<file path="src/rtl/tlm_pkg.sv">
// Shared types for the traffic light monitor: lamp codes, tracker states, error codes.
package tlm_pkg;

    localparam int unsigned LAMP_W     = 3;
    localparam int unsigned ERR_CODE_W = 3;

    typedef logic [LAMP_W-1:0]     lamp_t;
    typedef logic [ERR_CODE_W-1:0] err_code_t;

    localparam lamp_t LAMP_GRN = 3'b001;
    localparam lamp_t LAMP_YEL = 3'b010;
    localparam lamp_t LAMP_RED = 3'b100;

    typedef enum logic [1:0] {
        TRK_UNK = 2'd0,
        TRK_GRN = 2'd1,
        TRK_YEL = 2'd2,
        TRK_RED = 2'd3
    } trk_state_e;

    localparam err_code_t ERR_NONE     = 3'd0;
    localparam err_code_t ERR_CONFLICT = 3'd1;
    localparam err_code_t ERR_ENCODING = 3'd2;
    localparam err_code_t ERR_SEQUENCE = 3'd3;
    localparam err_code_t ERR_TIMING   = 3'd4;
    localparam err_code_t ERR_STUCK    = 3'd5;

    typedef struct packed {
        logic conflict;
        logic encoding;
        logic seq;
        logic timing;
        logic stuck;
    } err_vec_t;

    function automatic logic lamp_legal(lamp_t c);
        return (c == LAMP_GRN) || (c == LAMP_YEL) || (c == LAMP_RED);
    endfunction

    function automatic trk_state_e lamp_to_state(lamp_t c);
        case (c)
            LAMP_GRN: return TRK_GRN;
            LAMP_YEL: return TRK_YEL;
            LAMP_RED: return TRK_RED;
            default:  return TRK_UNK;
        endcase
    endfunction

    // Lowest-numbered error wins when several arrive together.
    function automatic err_code_t first_err(err_vec_t e);
        if (e.conflict) return ERR_CONFLICT;
        if (e.encoding) return ERR_ENCODING;
        if (e.seq)      return ERR_SEQUENCE;
        if (e.timing)   return ERR_TIMING;
        if (e.stuck)    return ERR_STUCK;
        return ERR_NONE;
    endfunction

endpackage

</file>
<file path="src/rtl/tlm_if.sv">
// Lamp bus plus status outputs of the traffic light monitor.
interface tlm_if #(parameter int unsigned CNT_W = 8);
    import tlm_pkg::*;

    lamp_t            light_M1;
    lamp_t            light_M2;
    lamp_t            light_MT;
    lamp_t            light_S;
    logic             clr_err;
    logic             err_conflict;
    logic             err_encoding;
    logic             err_sequence;
    logic             err_timing;
    logic             err_stuck;
    logic             err_any;
    err_code_t        err_code;
    logic [CNT_W-1:0] cycle_count;

    modport master (
        output light_M1, light_M2, light_MT, light_S, clr_err,
        input  err_conflict, err_encoding, err_sequence, err_timing, err_stuck,
               err_any, err_code, cycle_count
    );

    modport slave (
        input  light_M1, light_M2, light_MT, light_S, clr_err,
        output err_conflict, err_encoding, err_sequence, err_timing, err_stuck,
               err_any, err_code, cycle_count
    );

endinterface

</file>
<file path="src/rtl/tlm_lamp_tracker.sv">
// Per-lamp colour tracker: follows G->Y->R->G and reports one-cycle error pulses.
module tlm_lamp_tracker
    import tlm_pkg::*;
#(
    parameter int unsigned YEL_CYCLES = 3,
    parameter int unsigned MIN_GRN    = 5,
    parameter int unsigned CNT_W      = 8
) (
    input  logic       clk,
    input  logic       rst,
    input  lamp_t      code,
    output trk_state_e state,
    output logic       enc_err,
    output logic       seq_err,
    output logic       tim_err,
    output logic       yel_to_red
);

    localparam logic [CNT_W-1:0] DWELL_MAX = '1;
    localparam logic [CNT_W-1:0] YEL_DW    = CNT_W'(YEL_CYCLES);
    localparam logic [CNT_W-1:0] GRN_MIN   = CNT_W'(MIN_GRN);

    logic [CNT_W-1:0] dwell;
    logic             exempt;
    trk_state_e       code_st;
    logic             legal;
    logic             fwd;
    logic             leave_tim;
    logic [CNT_W-1:0] dwell_inc;

    always_comb begin
        code_st   = lamp_to_state(code);
        legal     = lamp_legal(code);
        fwd       = (state == TRK_GRN && code_st == TRK_YEL) ||
                    (state == TRK_YEL && code_st == TRK_RED) ||
                    (state == TRK_RED && code_st == TRK_GRN);
        dwell_inc = (dwell == DWELL_MAX) ? dwell : dwell + CNT_W'(1);
        leave_tim = !exempt &&
                    ((state == TRK_YEL && dwell != YEL_DW) ||
                     (state == TRK_GRN && dwell <  GRN_MIN));
    end

    // The dwell adopted out of UNK is marked exempt from all timing checks.
    always_ff @(posedge clk) begin
        if (rst) begin
            state      <= TRK_UNK;
            dwell      <= '0;
            exempt     <= 1'b0;
            enc_err    <= 1'b0;
            seq_err    <= 1'b0;
            tim_err    <= 1'b0;
            yel_to_red <= 1'b0;
        end else begin
            enc_err    <= 1'b0;
            seq_err    <= 1'b0;
            tim_err    <= 1'b0;
            yel_to_red <= 1'b0;
            if (!legal) begin
                enc_err <= 1'b1;
                state   <= TRK_UNK;
                dwell   <= '0;
                exempt  <= 1'b0;
            end else if (state == TRK_UNK) begin
                state  <= code_st;
                dwell  <= CNT_W'(1);
                exempt <= 1'b1;
            end else if (code_st == state) begin
                dwell <= dwell_inc;
                if (state == TRK_YEL && !exempt && dwell == YEL_DW)
                    tim_err <= 1'b1;
            end else begin
                seq_err    <= !fwd;
                tim_err    <= leave_tim;
                yel_to_red <= (state == TRK_YEL) && (code_st == TRK_RED);
                state      <= code_st;
                dwell      <= CNT_W'(1);
                exempt     <= 1'b0;
            end
        end
    end

endmodule

</file>
<file path="src/rtl/traffic_light_monitor.sv">
// Receiving-side checker for the intersection lamp bus with sticky error flags.
// Optional watchdog (err_stuck) built only when TLM_WATCHDOG_EN is defined.
module traffic_light_monitor
    import tlm_pkg::*;
#(
    parameter int unsigned YEL_CYCLES  = 3,
    parameter int unsigned MIN_GRN     = 5,
    parameter int unsigned WDOG_CYCLES = 64,
    parameter int unsigned CNT_W       = 8
) (
    input  logic clk,
    input  logic rst,
    tlm_if.slave bus
);

    localparam logic [CNT_W-1:0] CNT_MAX = '1;

    trk_state_e st_m1, st_m2, st_s;
    logic       enc_m1, enc_m2, enc_s;
    logic       seq_m1, seq_m2, seq_s;
    logic       tim_m1, tim_m2, tim_s;
    logic       y2r_m1, y2r_m2, y2r_s;

    logic       conflict_q;
    logic       mt_enc_q;
    logic       clr_q;
    logic       stuck_q;

    err_vec_t         new_err;
    err_vec_t         flags, flags_d;
    logic             err_any_q;
    err_code_t        err_code, code_d;
    logic [CNT_W-1:0] cycle_count, cc_d;

    tlm_lamp_tracker #(.YEL_CYCLES(YEL_CYCLES), .MIN_GRN(MIN_GRN), .CNT_W(CNT_W)) u_trk_m1 (
        .clk(clk), .rst(rst), .code(bus.light_M1), .state(st_m1),
        .enc_err(enc_m1), .seq_err(seq_m1), .tim_err(tim_m1), .yel_to_red(y2r_m1)
    );

    tlm_lamp_tracker #(.YEL_CYCLES(YEL_CYCLES), .MIN_GRN(MIN_GRN), .CNT_W(CNT_W)) u_trk_m2 (
        .clk(clk), .rst(rst), .code(bus.light_M2), .state(st_m2),
        .enc_err(enc_m2), .seq_err(seq_m2), .tim_err(tim_m2), .yel_to_red(y2r_m2)
    );

    tlm_lamp_tracker #(.YEL_CYCLES(YEL_CYCLES), .MIN_GRN(MIN_GRN), .CNT_W(CNT_W)) u_trk_s (
        .clk(clk), .rst(rst), .code(bus.light_S), .state(st_s),
        .enc_err(enc_s), .seq_err(seq_s), .tim_err(tim_s), .yel_to_red(y2r_s)
    );

    // Tracker states and main-road cycle pulses are kept for debug taps only.
    logic trk_unused;
    assign trk_unused = ^{st_m1, st_m2, st_s, y2r_m1, y2r_m2};

    // First stage aligns raw-input checks and clr_err with the tracker pulses.
    always_ff @(posedge clk) begin
        if (rst) begin
            conflict_q <= 1'b0;
            mt_enc_q   <= 1'b0;
            clr_q      <= 1'b0;
        end else begin
            conflict_q <= (bus.light_S != LAMP_RED) &&
                          ((bus.light_M1 != LAMP_RED) || (bus.light_M2 != LAMP_RED));
            mt_enc_q   <= !lamp_legal(bus.light_MT);
            clr_q      <= bus.clr_err;
        end
    end

`ifdef TLM_WATCHDOG_EN
    localparam logic [CNT_W-1:0] WD_HIT = CNT_W'(WDOG_CYCLES - 1);

    logic [4*LAMP_W-1:0] prev_lamps;
    logic [CNT_W-1:0]    wd_cnt;

    always_ff @(posedge clk) begin
        if (rst) begin
            prev_lamps <= '0;
            wd_cnt     <= '0;
            stuck_q    <= 1'b0;
        end else begin
            prev_lamps <= {bus.light_M1, bus.light_M2, bus.light_MT, bus.light_S};
            stuck_q    <= 1'b0;
            if ({bus.light_M1, bus.light_M2, bus.light_MT, bus.light_S} != prev_lamps) begin
                wd_cnt <= '0;
            end else begin
                if (wd_cnt != CNT_MAX) wd_cnt <= wd_cnt + CNT_W'(1);
                if (wd_cnt == WD_HIT)  stuck_q <= 1'b1;
            end
        end
    end
`else
    localparam int unsigned WDOG_UNUSED = WDOG_CYCLES;
    assign stuck_q = 1'b0;
`endif

    // A new error in the clearing cycle survives the clear.
    always_comb begin
        new_err          = '0;
        new_err.conflict = conflict_q;
        new_err.encoding = enc_m1 | enc_m2 | enc_s | mt_enc_q;
        new_err.seq      = seq_m1 | seq_m2 | seq_s;
        new_err.timing   = tim_m1 | tim_m2 | tim_s;
        new_err.stuck    = stuck_q;

        flags_d = clr_q ? new_err : (flags | new_err);

        code_d = err_code;
        if (clr_q || err_code == ERR_NONE)
            code_d = first_err(new_err);

        cc_d = cycle_count;
        if (y2r_s && cycle_count != CNT_MAX)
            cc_d = cycle_count + CNT_W'(1);
    end

    always_ff @(posedge clk) begin
        if (rst) begin
            flags       <= '0;
            err_any_q   <= 1'b0;
            err_code    <= ERR_NONE;
            cycle_count <= '0;
        end else begin
            flags       <= flags_d;
            err_any_q   <= |flags_d;
            err_code    <= code_d;
            cycle_count <= cc_d;
        end
    end

    assign bus.err_conflict = flags.conflict;
    assign bus.err_encoding = flags.encoding;
    assign bus.err_sequence = flags.seq;
    assign bus.err_timing   = flags.timing;
    assign bus.err_stuck    = flags.stuck;
    assign bus.err_any      = err_any_q;
    assign bus.err_code     = err_code;
    assign bus.cycle_count  = cycle_count;

endmodule

</file>
<file path="src/flat_wrapper.sv">
// flat-port wrapper written by rule: the top's interface ports become plain ports
module traffic_light_monitor_flat import tlm_pkg::*;
#(
    parameter int unsigned YEL_CYCLES  = 3,
    parameter int unsigned MIN_GRN     = 5,
    parameter int unsigned WDOG_CYCLES = 64,
    parameter int unsigned CNT_W       = 8
)
  (clk, rst, bus_light_M1, bus_light_M2, bus_light_MT, bus_light_S, bus_clr_err, bus_err_conflict, bus_err_encoding, bus_err_sequence, bus_err_timing, bus_err_stuck, bus_err_any, bus_err_code, bus_cycle_count);
  tlm_if #(.CNT_W(CNT_W)) bus_i ();
  input  logic clk;
  input  logic rst;
  input wire logic [$bits(bus_i.light_M1)-1:0] bus_light_M1;
  input wire logic [$bits(bus_i.light_M2)-1:0] bus_light_M2;
  input wire logic [$bits(bus_i.light_MT)-1:0] bus_light_MT;
  input wire logic [$bits(bus_i.light_S)-1:0] bus_light_S;
  input wire logic [$bits(bus_i.clr_err)-1:0] bus_clr_err;
  output wire logic [$bits(bus_i.err_conflict)-1:0] bus_err_conflict;
  output wire logic [$bits(bus_i.err_encoding)-1:0] bus_err_encoding;
  output wire logic [$bits(bus_i.err_sequence)-1:0] bus_err_sequence;
  output wire logic [$bits(bus_i.err_timing)-1:0] bus_err_timing;
  output wire logic [$bits(bus_i.err_stuck)-1:0] bus_err_stuck;
  output wire logic [$bits(bus_i.err_any)-1:0] bus_err_any;
  output wire logic [$bits(bus_i.err_code)-1:0] bus_err_code;
  output wire logic [$bits(bus_i.cycle_count)-1:0] bus_cycle_count;
  assign bus_i.light_M1 = bus_light_M1;
  assign bus_i.light_M2 = bus_light_M2;
  assign bus_i.light_MT = bus_light_MT;
  assign bus_i.light_S = bus_light_S;
  assign bus_i.clr_err = bus_clr_err;
  assign bus_err_conflict = bus_i.err_conflict;
  assign bus_err_encoding = bus_i.err_encoding;
  assign bus_err_sequence = bus_i.err_sequence;
  assign bus_err_timing = bus_i.err_timing;
  assign bus_err_stuck = bus_i.err_stuck;
  assign bus_err_any = bus_i.err_any;
  assign bus_err_code = bus_i.err_code;
  assign bus_cycle_count = bus_i.cycle_count;
  traffic_light_monitor #(.YEL_CYCLES(YEL_CYCLES), .MIN_GRN(MIN_GRN), .WDOG_CYCLES(WDOG_CYCLES), .CNT_W(CNT_W)) u_core (.clk(clk), .rst(rst), .bus(bus_i));
endmodule
</file>
<file path="config.mk">
export PLATFORM = sky130hd
export DESIGN_NAME = traffic_light_monitor_flat
export DESIGN_NICKNAME = d
export VERILOG_FILES = /design/src/rtl/tlm_pkg.sv /design/src/rtl/tlm_if.sv /design/src/rtl/tlm_lamp_tracker.sv /design/src/rtl/traffic_light_monitor.sv /design/src/flat_wrapper.sv
export SDC_FILE = /design/constraint.sdc
export NUM_CORES = 1
export LEC_CHECK = 0
export BUFFER_PORTS_ARGS = -buffer_cell sky130_fd_sc_hd__buf_2
export CORE_ASPECT_RATIO = 1.4
export CORE_MARGIN = 5
export CORE_UTILIZATION = 58
export DETAILED_ROUTE_END_ITERATION = 8
export PLACE_DENSITY = 0.85
export SLEW_MARGIN = 20
export SYNTH_ARGS = -nofsm -noshare
export SYNTH_HDL_FRONTEND = slang
export SYNTH_SLANG_ARGS = --single-unit
</file>
<file path="constraint.sdc">
create_clock -name clk -period 2.07 [get_ports clk]
set_input_delay 0.207 -clock clk [delete_from_list [all_inputs] [get_ports clk]]
set_output_delay 0.207 -clock clk [all_outputs]
set_load 0.01 [all_outputs]
</file>
==> results of run 1 <==
-- how the worst max path moves through the flow --
| stage | from | cells past startpoint | to |
|---|---|---|---|
| floorplan | u_core.u_trk_s.dwell[7]$_SDFFE_PP0P_ | 5 | u_core.u_trk_s.tim_err$_SDFF_PP0_ |
| global placement | u_core.u_trk_s.dwell[7]$_SDFFE_PP0P_ | 5 | u_core.u_trk_s.tim_err$_SDFF_PP0_ |
| detailed placement | u_core.u_trk_s.dwell[7]$_SDFFE_PP0P_ | 5 | u_core.u_trk_s.tim_err$_SDFF_PP0_ |
| CTS | u_core.u_trk_s.dwell[7]$_SDFFE_PP0P_ | 5 | u_core.u_trk_s.tim_err$_SDFF_PP0_ |
| global route | u_core.u_trk_m1.dwell[0]$_SDFFE_PP0P_ | 6 | u_core.u_trk_m1.dwell[5]$_SDFFE_PP0P_ |
| finish | u_core.u_trk_s.dwell[7]$_SDFFE_PP0P_ | 5 | u_core.u_trk_s.tim_err$_SDFF_PP0_ |
-- state kept, by name (all words and copies together), names as in the netlist, 2 cells and up --
| register | flops |
|---|---|
| u_core.u_trk_s.state | 2 |
| u_core.bus.cycle_count | 8 |
| u_core.u_trk_m2.dwell | 8 |
| u_core.u_trk_s.dwell | 8 |
| u_core.u_trk_m1.dwell | 8 |
| u_core.u_trk_m1.state | 2 |
| u_core.bus.err_code | 3 |
| u_core.u_trk_m2.state | 2 |
-- metal layers --
| layer | global-route usage [%] | share of wire [%] |
|---|---|---|
| met2 | 33.9 | 53 |
| met3 | 5.19 | 5.0 |
| met5 | 0 | 0 |
| met4 | 6.95 | 1.5 |
| met1 | 20.3 | 41 |
-- per-stage QoR --
step,util (%),area [µm²]
after floorplan,-,3120
after global placement,63.4,3290
after detailed placement,63.4,3290
after CTS,67.3,3500
after global routing,67.3,3500
final,67.3,3500
-- layout by cell type (no fill, tap or decap), types with 4 or more instances in the layout --
master / instances
dfxtp_1: 63
or3_1: 4
inv_1: 18
nor2b_1: 6
nor3_1: 23
ha_1: 7
nand3b_1: 4
nor4_1: 4
a32oi_1: 4
nor2_1: 64
nand2_1: 23
a31oi_1: 7
xnor2_1: 16
nand3_1: 16
buf_2: 31
o21ai_0: 12
a21oi_1: 18
clkbuf_8: 9
nand2b_1: 12
nand4_1: 6
and3_1: 7
xor2_1: 4
mux2i_1: 4
-- worst register-to-register path, stage by stage (launching register included) --
cell and delay, ps:
dfxtp_1 350, or4_4 580, nor4b_4 280, xnor2_1 140, a21oi_1 90, nor4_1 250
-- power breakdown --
part	switching, µW	internal [µW]
clock	519	569
combinational	113	88.0
sequential	32.1	1250
-- final cells by class --
type	count	area (µm²)
tap	66	82.6
fill	444	1700
multi-input combinational	287	1720
sequential	63	1260
inverter	18	67.6
clock buffer	9	124
clock inverter	7	81.3
timing repair buffer	32	163
-- kinds of logic after synthesis --
family,after synthesis,share of synthesized area [%]
buffers and inverters,31,4.34
muxes,4,1.29
and+or+nand+nor,189,31.9
adders and majority gates,7,2.81
AOI/OAI and AO/OA,67,13.6
DFF,63,40.5
xor gates and xnor gates,20,5.62
==> out/metrics.cfg, run 1 <==
[outcome]
outcome = finished clean

[die]
start_util_pct = 59.9
die_x_um = 71.9
chipHeight_um = 96.7
rows = 31
io_pins = 32
design.core.area_mm2 = 0.00520
dieArea_mm2 = 0.00696

[sta]
skew_ps = 7.89
setup_viol = 0
hold_slack_ps = 45.1
max_freq_mhz = 565
slew_headroom_pct = 56.4
worst_pin_slew_ps = 654
fin_tns_setup_ps = 0
layout_min_cycle_time_ps = 1770
rsz0062_at_grt = false
hold_viol = 0
fin_crit_sh_pct = 85.6
layout_setup_ws_ps = 299
drv_slew = 0

[logic_synthesis]
synth_cell_types = 53
synthTopCellsByCount = 64 x nor2_1, 63 x dfxtp_1, 23 x nand2_1, 23 x nor3_1
yosys-top-cells-area = dfxtp_1 40%, nor2_1 7.7%, xnor2_1 4.5%, nor3_1 3.7%, a21oi_1 2.9%
syn-instance-count = 381
yosysMostFrequentCell = nor2_1
ys.flop_type = dfxtp_1
synth_top_area_share_pct = 40.5
synth-async-reset-ratio_pct = 0
synth-edff-count = 0
synth_seq_cells = 63
syn_area_per_cell_um2 = 8.18
yosys_warnings = 0
synth_nets = 403
seq_area_frac_synth_pct = 40.5
syn_area_mm2 = 0.00312
synth_top_area_cell = dfxtp_1

[hold_path]
worstHoldStart = bus_light_MT[2]
holdPathEnd = u_core.mt_enc_q$_SDFF_PP0_
whs_path_depth = 2
hold_path_class = input pin to register

[clock_tree]
cts_root_buf = clkbuf_8
clk_latency_ps = 340
holdBufCountCts = 0
path_clk_slew_ps = 80
clk_path_buf_depth = 2
cts_resized = 0
h-tree-depth = 3
tritoncts = done
clock-sinks = 63
cts_setup_buffers = 0
cts_buffers = 9

[route]
drtPass1Iterations = 4
routed_wl_um = 6170
vias_per_cell = 5.68
drt_iter0_drc = 228
drc = 0
wl_per_cell_um = 12.8
antenna_left = 0
vias = 2738

[critical_path]
required_ps = 2320
r2r_slack_ps = 300
r2r_cells = 5
end_kind = register
crit_buf_inv = 0
crit_chain = or4_4 -> nor4b_4 -> xnor2_1 -> a21oi_1 -> nor4_1
startpoint_type = register
max_stage_delay_ps = 570
rr_startpoint = u_core.u_trk_s.dwell[7]$_SDFFE_PP0P_
cp_max_fo = 5
path_delay_family = simple AND/OR/NAND/NOR gates
cp_slowest_cell = or4_4
crit_type = register to register
r2r-end = u_core.u_trk_s.tim_err$_SDFF_PP0_
arrival_ps = 2020

[place]
post-dp-hpwl_um = 4390
gp_congestion = 0.844
dp.cells = 466
dpl_worst_slack_ps = 341
io_buffers = 31

[power]
power_density_mw_per_mm2 = 734
leakage_uw = 0.00131
totalPowerFinal_uw = 2570
vdd_drop_max_mv = 0.681

[global_routing]
grt_max_degree = 39
grt_use_total_pct = 18.8
antenna_found_initial = 0
grt_pass1_wl_um = 10700
grt_pass1_vias = 2572
gr-total-overflow = 0

[layout]
instances_no_fill = 482
area_growth_syn_to_layout_pct = 12.3
nNetsFinal = 433
antenna_cells = 0
drive_gt1_share_pct = 13.7

[run]
cap_violations = 0

Power figures use the tool's default switching activity.
==> run 2: changes to the inputs <==
--- a/config.mk
+++ b/config.mk
@@ -8,9 +8,11 @@
 export BUFFER_PORTS_ARGS = -buffer_cell sky130_fd_sc_hd__buf_2
 export CORE_ASPECT_RATIO = 1.4
 export CORE_MARGIN = 5
-export CORE_UTILIZATION = 58
+export CORE_UTILIZATION = 60
+export CTS_BUF_LIST = sky130_fd_sc_hd__clkbuf_8
 export DETAILED_ROUTE_END_ITERATION = 8
-export PLACE_DENSITY = 0.85
+export PLACE_DENSITY = 0.87
+export SKIP_LAST_GASP = 1
 export SLEW_MARGIN = 20
 export SYNTH_ARGS = -nofsm -noshare
 export SYNTH_HDL_FRONTEND = slang
==> out/metrics.cfg, run 2 (synthesis gave the netlist of run 1 again) <==
[route]
vias_per_cell = 5.77  ; +1.5%
drc = 0  ; unchanged
antenna_left = 0  ; unchanged
drtPass1Iterations = 5  ; +1
wl_per_cell_um = 12.8  ; +0.14%
vias = 2773  ; +1.3%
drt_iter0_drc = 160  ; -30%
routed_wl_um = 6160  ; about the same

[global_routing]
grt-busiest-layer = met2
grtUsageMet1_pct = 20.7  ; +0.37 points
grt_pass1_vias = 2514  ; -2.3%
grt_pass1_wl_um = 10600  ; -1.5%
grt_max_degree = 39  ; unchanged
use_met3_pct = 3.80  ; -1.4 points
antenna_found_initial = 0  ; unchanged
grt.met2_usage_pct = 34.4  ; +0.51 points
gr-total-overflow = 0  ; unchanged
grt_use_total_pct = 19.5  ; +0.75 points

[critical_path]
cp_max_fo = 9  ; +4
crit_type = register to register
end_kind = register
required_ps = 2280  ; -40 ps
startpoint_type = register
arrival_ps = 2000  ; -20 ps

[sta]
drv_slew = 0  ; unchanged
fin_crit_sh_pct = 86.3  ; +0.76 points
setup_viol = 0  ; unchanged
worst_pin_slew_ps = 642  ; -12.0 ps
skew_ps = 6.17  ; -1.72 ps
slew_headroom_pct = 56.9  ; +0.51 points
max_freq_mhz = 560  ; -0.88%
layout_min_cycle_time_ps = 1790  ; +15.6 ps
rsz0062_at_grt = false
fin_tns_setup_ps = 0  ; unchanged
hold_viol = 0  ; unchanged

[clock_tree]
clock-sinks = 63  ; unchanged
clk_latency_ps = 350  ; about the same
tritoncts = done
cts_setup_buffers = 0  ; unchanged
cts_root_buf = clkbuf_8
cts_buffers = 9  ; unchanged
cts_resized = 0  ; unchanged
clk_path_buf_depth = 2  ; unchanged
h-tree-depth = 3  ; unchanged
path_clk_slew_ps = 70  ; about the same
holdBufCountCts = 0  ; unchanged

[hold_path]
hold_path_class = input pin to register

[power]
leakage_uw = 0.00131  ; -0.13%
power_density_mw_per_mm2 = 737  ; +0.43%
vdd_drop_max_mv = 0.395  ; -42%

[place]
gp_congestion = 0.843  ; about the same
io_buffers = 31  ; unchanged
post-dp-hpwl_um = 4540  ; +3.6%

[die]
die_x_um = 70.9  ; -1.4%
rows = 31  ; unchanged
start_util_pct = 60.9  ; +0.91 points
design.core.area_mm2 = 0.00512  ; -1.5%
dieArea_mm2 = 0.00675  ; -2.9%
chipHeight_um = 95.3  ; -1.5%
io_pins = 32  ; unchanged

[layout]
final_cell_mix = 64 x nor2_1, 63 x dfxtp_1, 31 x buf_2
final_util_pct = 68.2  ; +0.90 points
final_common_cell = nor2_1
area_growth_syn_to_layout_pct = 12.1
antenna_cells = 0  ; unchanged
nNetsFinal = 432  ; -0.23%
drive_gt1_share_pct = 13.5  ; -0.21 points

[run]
cap_violations = 0  ; unchanged

[outcome]
outcome = finished clean

[run 2: cell count changes in the layout (fill, tap and decap cells not counted), sizes merged]
cell and change:
clkbuf +1, buf -1, inv -1
[run 2: path summary, 6_finish.rpt]
kind	startpoint	endpoint	slack [ps]	depth (start not counted)
worst max-delay path	u_core.bus.cycle_count[0]$_SDFFE_PP0P_	u_core.bus.cycle_count[2]$_SDFFE_PP0P_	280	6
worst min-delay path	bus_light_MT[2]	u_core.mt_enc_q$_SDFF_PP0_	50	2
worst max register to register	u_core.bus.cycle_count[0]$_SDFFE_PP0P_	u_core.bus.cycle_count[2]$_SDFFE_PP0P_	280	6
worst min register to register	u_core.bus.err_code[0]$_SDFFE_PP0P_	u_core.bus.err_code[0]$_SDFFE_PP0P_	470	2
[run 2: layout make-up]
| cell class | count | area, µm² |
|---|---|---|
| Sequential cell | 63 | 1260 |
| Multi-Input combinational cell | 287 | 1720 |
| Timing Repair Buffer | 31 | 155 |
| Fill cell | 433 | 1630 |
| Clock buffer | 10 | 138 |
| Clock inverter | 6 | 68.8 |
| Tap cell | 66 | 82.6 |
| Inverter | 18 | 67.6 |
[run 2: worst max-delay path: stages, from the launching register on]
cell and delay (ps):
dfxtp_1 400, ha_1 240, nand3_1 90, o21ai_1 520, nor2_1 140, xnor2_1 190, nor2_1 60
[run 2: per-stage QoR]
step,cells,total power [µW],instance area [µm²],hold WS (ps),setup WS (ps)
3_3_place_gp,465,1500,3290,403,375
6_report,481,2570,3490,45.8,283
4_1_cts,481,2590,3490,40.8,270
2_1_floorplan,381,1450,3120,284,425
5_1_grt,481,2680,3490,48.3,88.9
3_5_place_dp,465,1510,3290,413,291
[run 2: layer usage]
metal	part of all wire, %	vias to the layer above
li1	-	1395
met1	41	1285
met2	51	74
met4	3.1	0
met5	0	-
met3	5.6	19
[run 2: power breakdown]
group | switching [µW] | internal (µW)
Clock | 501 | 594
Sequential | 31.1 | 1250
Combinational | 114 | 87.9
Total | 646 | 1930
==> run 3: changes to the inputs <==
--- a/config.mk
+++ b/config.mk
@@ -6,7 +6,6 @@
 export NUM_CORES = 1
 export LEC_CHECK = 0
 export BUFFER_PORTS_ARGS = -buffer_cell sky130_fd_sc_hd__buf_2
-export CORE_ASPECT_RATIO = 1.4
 export CORE_MARGIN = 5
 export CORE_UTILIZATION = 60
 export CTS_BUF_LIST = sky130_fd_sc_hd__clkbuf_8
==> out/metrics.cfg, run 3 (synthesis gave the netlist of run 1 again) <==
[route]
drc = 0  ; unchanged
routed_wl_um = 6200  ; +0.62%
wl_per_cell_um = 12.8  ; -0.42%
drtPass1Iterations = 4  ; -1
vias_per_cell = 5.66  ; -1.9%
antenna_left = 0  ; unchanged
drt_iter0_drc = 148  ; -7.5%
vias = 2749  ; -0.87%

[sta]
fin_crit_sh_pct = 85.0  ; -1.4 points
skew_ps = 6.68  ; +0.506 ps
slew_headroom_pct = 60.8  ; +3.9 points
drv_slew = 0  ; unchanged
hold_viol = 0  ; unchanged
fin_tns_setup_ps = 0  ; unchanged
rsz0062_at_grt = false
hold_slack_ps = 58.9  ; +13.2 ps
max_freq_mhz = 569  ; +1.6%
layout_min_cycle_time_ps = 1760  ; -28.0 ps
setup_viol = 0  ; unchanged
worst_pin_slew_ps = 584  ; -57.8 ps

[critical_path]
r2r-end = u_core.u_trk_s.tim_err$_SDFF_PP0_
startpoint_type = register
crit_start = u_core.u_trk_s.dwell[7]$_SDFFE_PP0P_
r2r_cells = 5  ; -1
crit_end = u_core.u_trk_s.tim_err$_SDFF_PP0_
r2r_slack_ps = 310  ; +30 ps
crit_type = register to register
required_ps = 2310  ; +30 ps
cp_max_fo = 5  ; -4
end_kind = register
arrival_ps = 2000  ; about the same
rr_startpoint = u_core.u_trk_s.dwell[7]$_SDFFE_PP0P_

[clock_tree]
cts_setup_buffers = 0  ; unchanged
tritoncts = done
h-tree-depth = 3  ; unchanged
clk_path_buf_depth = 2  ; unchanged
clk_latency_ps = 340  ; about the same
cts_resized = 0  ; unchanged
holdBufCountCts = 0  ; unchanged
cts_buffers = 9  ; unchanged
path_clk_slew_ps = 70  ; about the same
cts_root_buf = clkbuf_8
clock-sinks = 63  ; unchanged

[outcome]
outcome = finished clean

[global_routing]
grt.met2_usage_pct = 35.3  ; +0.93 points
gr-total-overflow = 0  ; unchanged
grt_use_total_pct = 20.8  ; +1.3 points
grt-busiest-layer = met2
antenna_found_initial = 0  ; unchanged
grtUsageMet1_pct = 24.2  ; +3.5 points
use_met3_pct = 5.81  ; +2.0 points
grt_max_degree = 26  ; -33%
grt_pass1_wl_um = 10900  ; +3.5%
grt_pass1_vias = 2603  ; +3.5%

[die]
design.core.area_mm2 = 0.00507  ; -0.88%
die_x_um = 82.1  ; +16%
chipHeight_um = 82.1  ; -14%
io_pins = 32  ; unchanged
dieArea_mm2 = 0.00673  ; -0.30%
rows = 26  ; -16%
start_util_pct = 61.4  ; +0.54 points

[layout]
area_growth_syn_to_layout_pct = 12.7
final_cell_mix = 64 x nor2_1, 63 x dfxtp_1, 31 x buf_2
final_common_cell = nor2_1
nNetsFinal = 433  ; +0.23%
drive_gt1_share_pct = 13.5  ; -0.032 points
antenna_cells = 0  ; unchanged

[place]
gp_congestion = 0.863  ; +2.3%
post-dp-hpwl_um = 4390  ; -3.4%
io_buffers = 31  ; unchanged

[power]
power_density_mw_per_mm2 = 749  ; +1.5%
totalPowerFinal_uw = 2630  ; +2.1%
vdd_drop_max_mv = 0.446  ; +13%
leakage_uw = 0.00132  ; +0.64%

[run]
cap_violations = 0  ; unchanged

[hold_path]
hold_path_class = input pin to register

## run 3: changes by cell type in the layout (fill, tap and decap cells not counted), sizes merged
cell,before,now
buf,31,32
bufinv,1,2
clkbuf,10,9
clkinv,3,2
clkinvlp,1,2
## run 3: worst min path at each step
stage / from / endpoint / slack, ps / cells after the start
finish: bus_light_MT[2] / u_core.mt_enc_q$_SDFF_PP0_ / 60 / 2
global route: bus_light_MT[2] / u_core.mt_enc_q$_SDFF_PP0_ / 40 / 2
floorplan: bus_light_M1[1] / u_core.u_trk_m1.state[0]$_SDFFE_PP0P_ / 280 / 1
detailed placement: bus_light_MT[2] / u_core.mt_enc_q$_SDFF_PP0_ / 410 / 2
global placement: bus_light_MT[2] / u_core.mt_enc_q$_SDFF_PP0_ / 410 / 2
CTS: bus_light_MT[2] / u_core.mt_enc_q$_SDFF_PP0_ / 50 / 2
## run 3: area by class of cell
type                       instances  area, µm²
multi-input combinational        287       1720
fill                             428       1560
sequential                        63       1260
timing repair buffer              32        163
clock buffer                       9        124
clock inverter                     7       88.8
tap                               70       87.6
inverter                          18       67.6
## run 3: metal layers
metal  wire length, µm  part of all wire (%)
met1              2790                    45
met2              2980                    48
met3               354                   5.7
met4                76                   1.2
met5                 0                     0
## run 3: through the flow
step / setup slack [ps] / util, % / cell area (µm²) / instances
floorplan: 425 / - / 3120 / 381
global placement: 385 / 65.0 / 3300 / 470
detailed placement: 360 / 65.0 / 3300 / 470
CTS: 316 / 69.2 / 3510 / 486
global route: 159 / 69.2 / 3510 / 486
finish: 311 / 69.2 / 3510 / 486
## run 3: power breakdown
| part | internal (µW) | leakage, µW | switching (µW) |
|---|---|---|---|
| clock network | 669 | 0.000106 | 476 |
| registers | 1250 | 0.000513 | 32.7 |
| logic | 89.0 | 0.000700 | 114 |
## run 3: worst max-delay path: stages, from the launching register on
cell	delay, ps
dfxtp_1	340
or4_4	560
nor4b_4	280
xnor2_1	150
a21oi_1	80
nor4_1	270
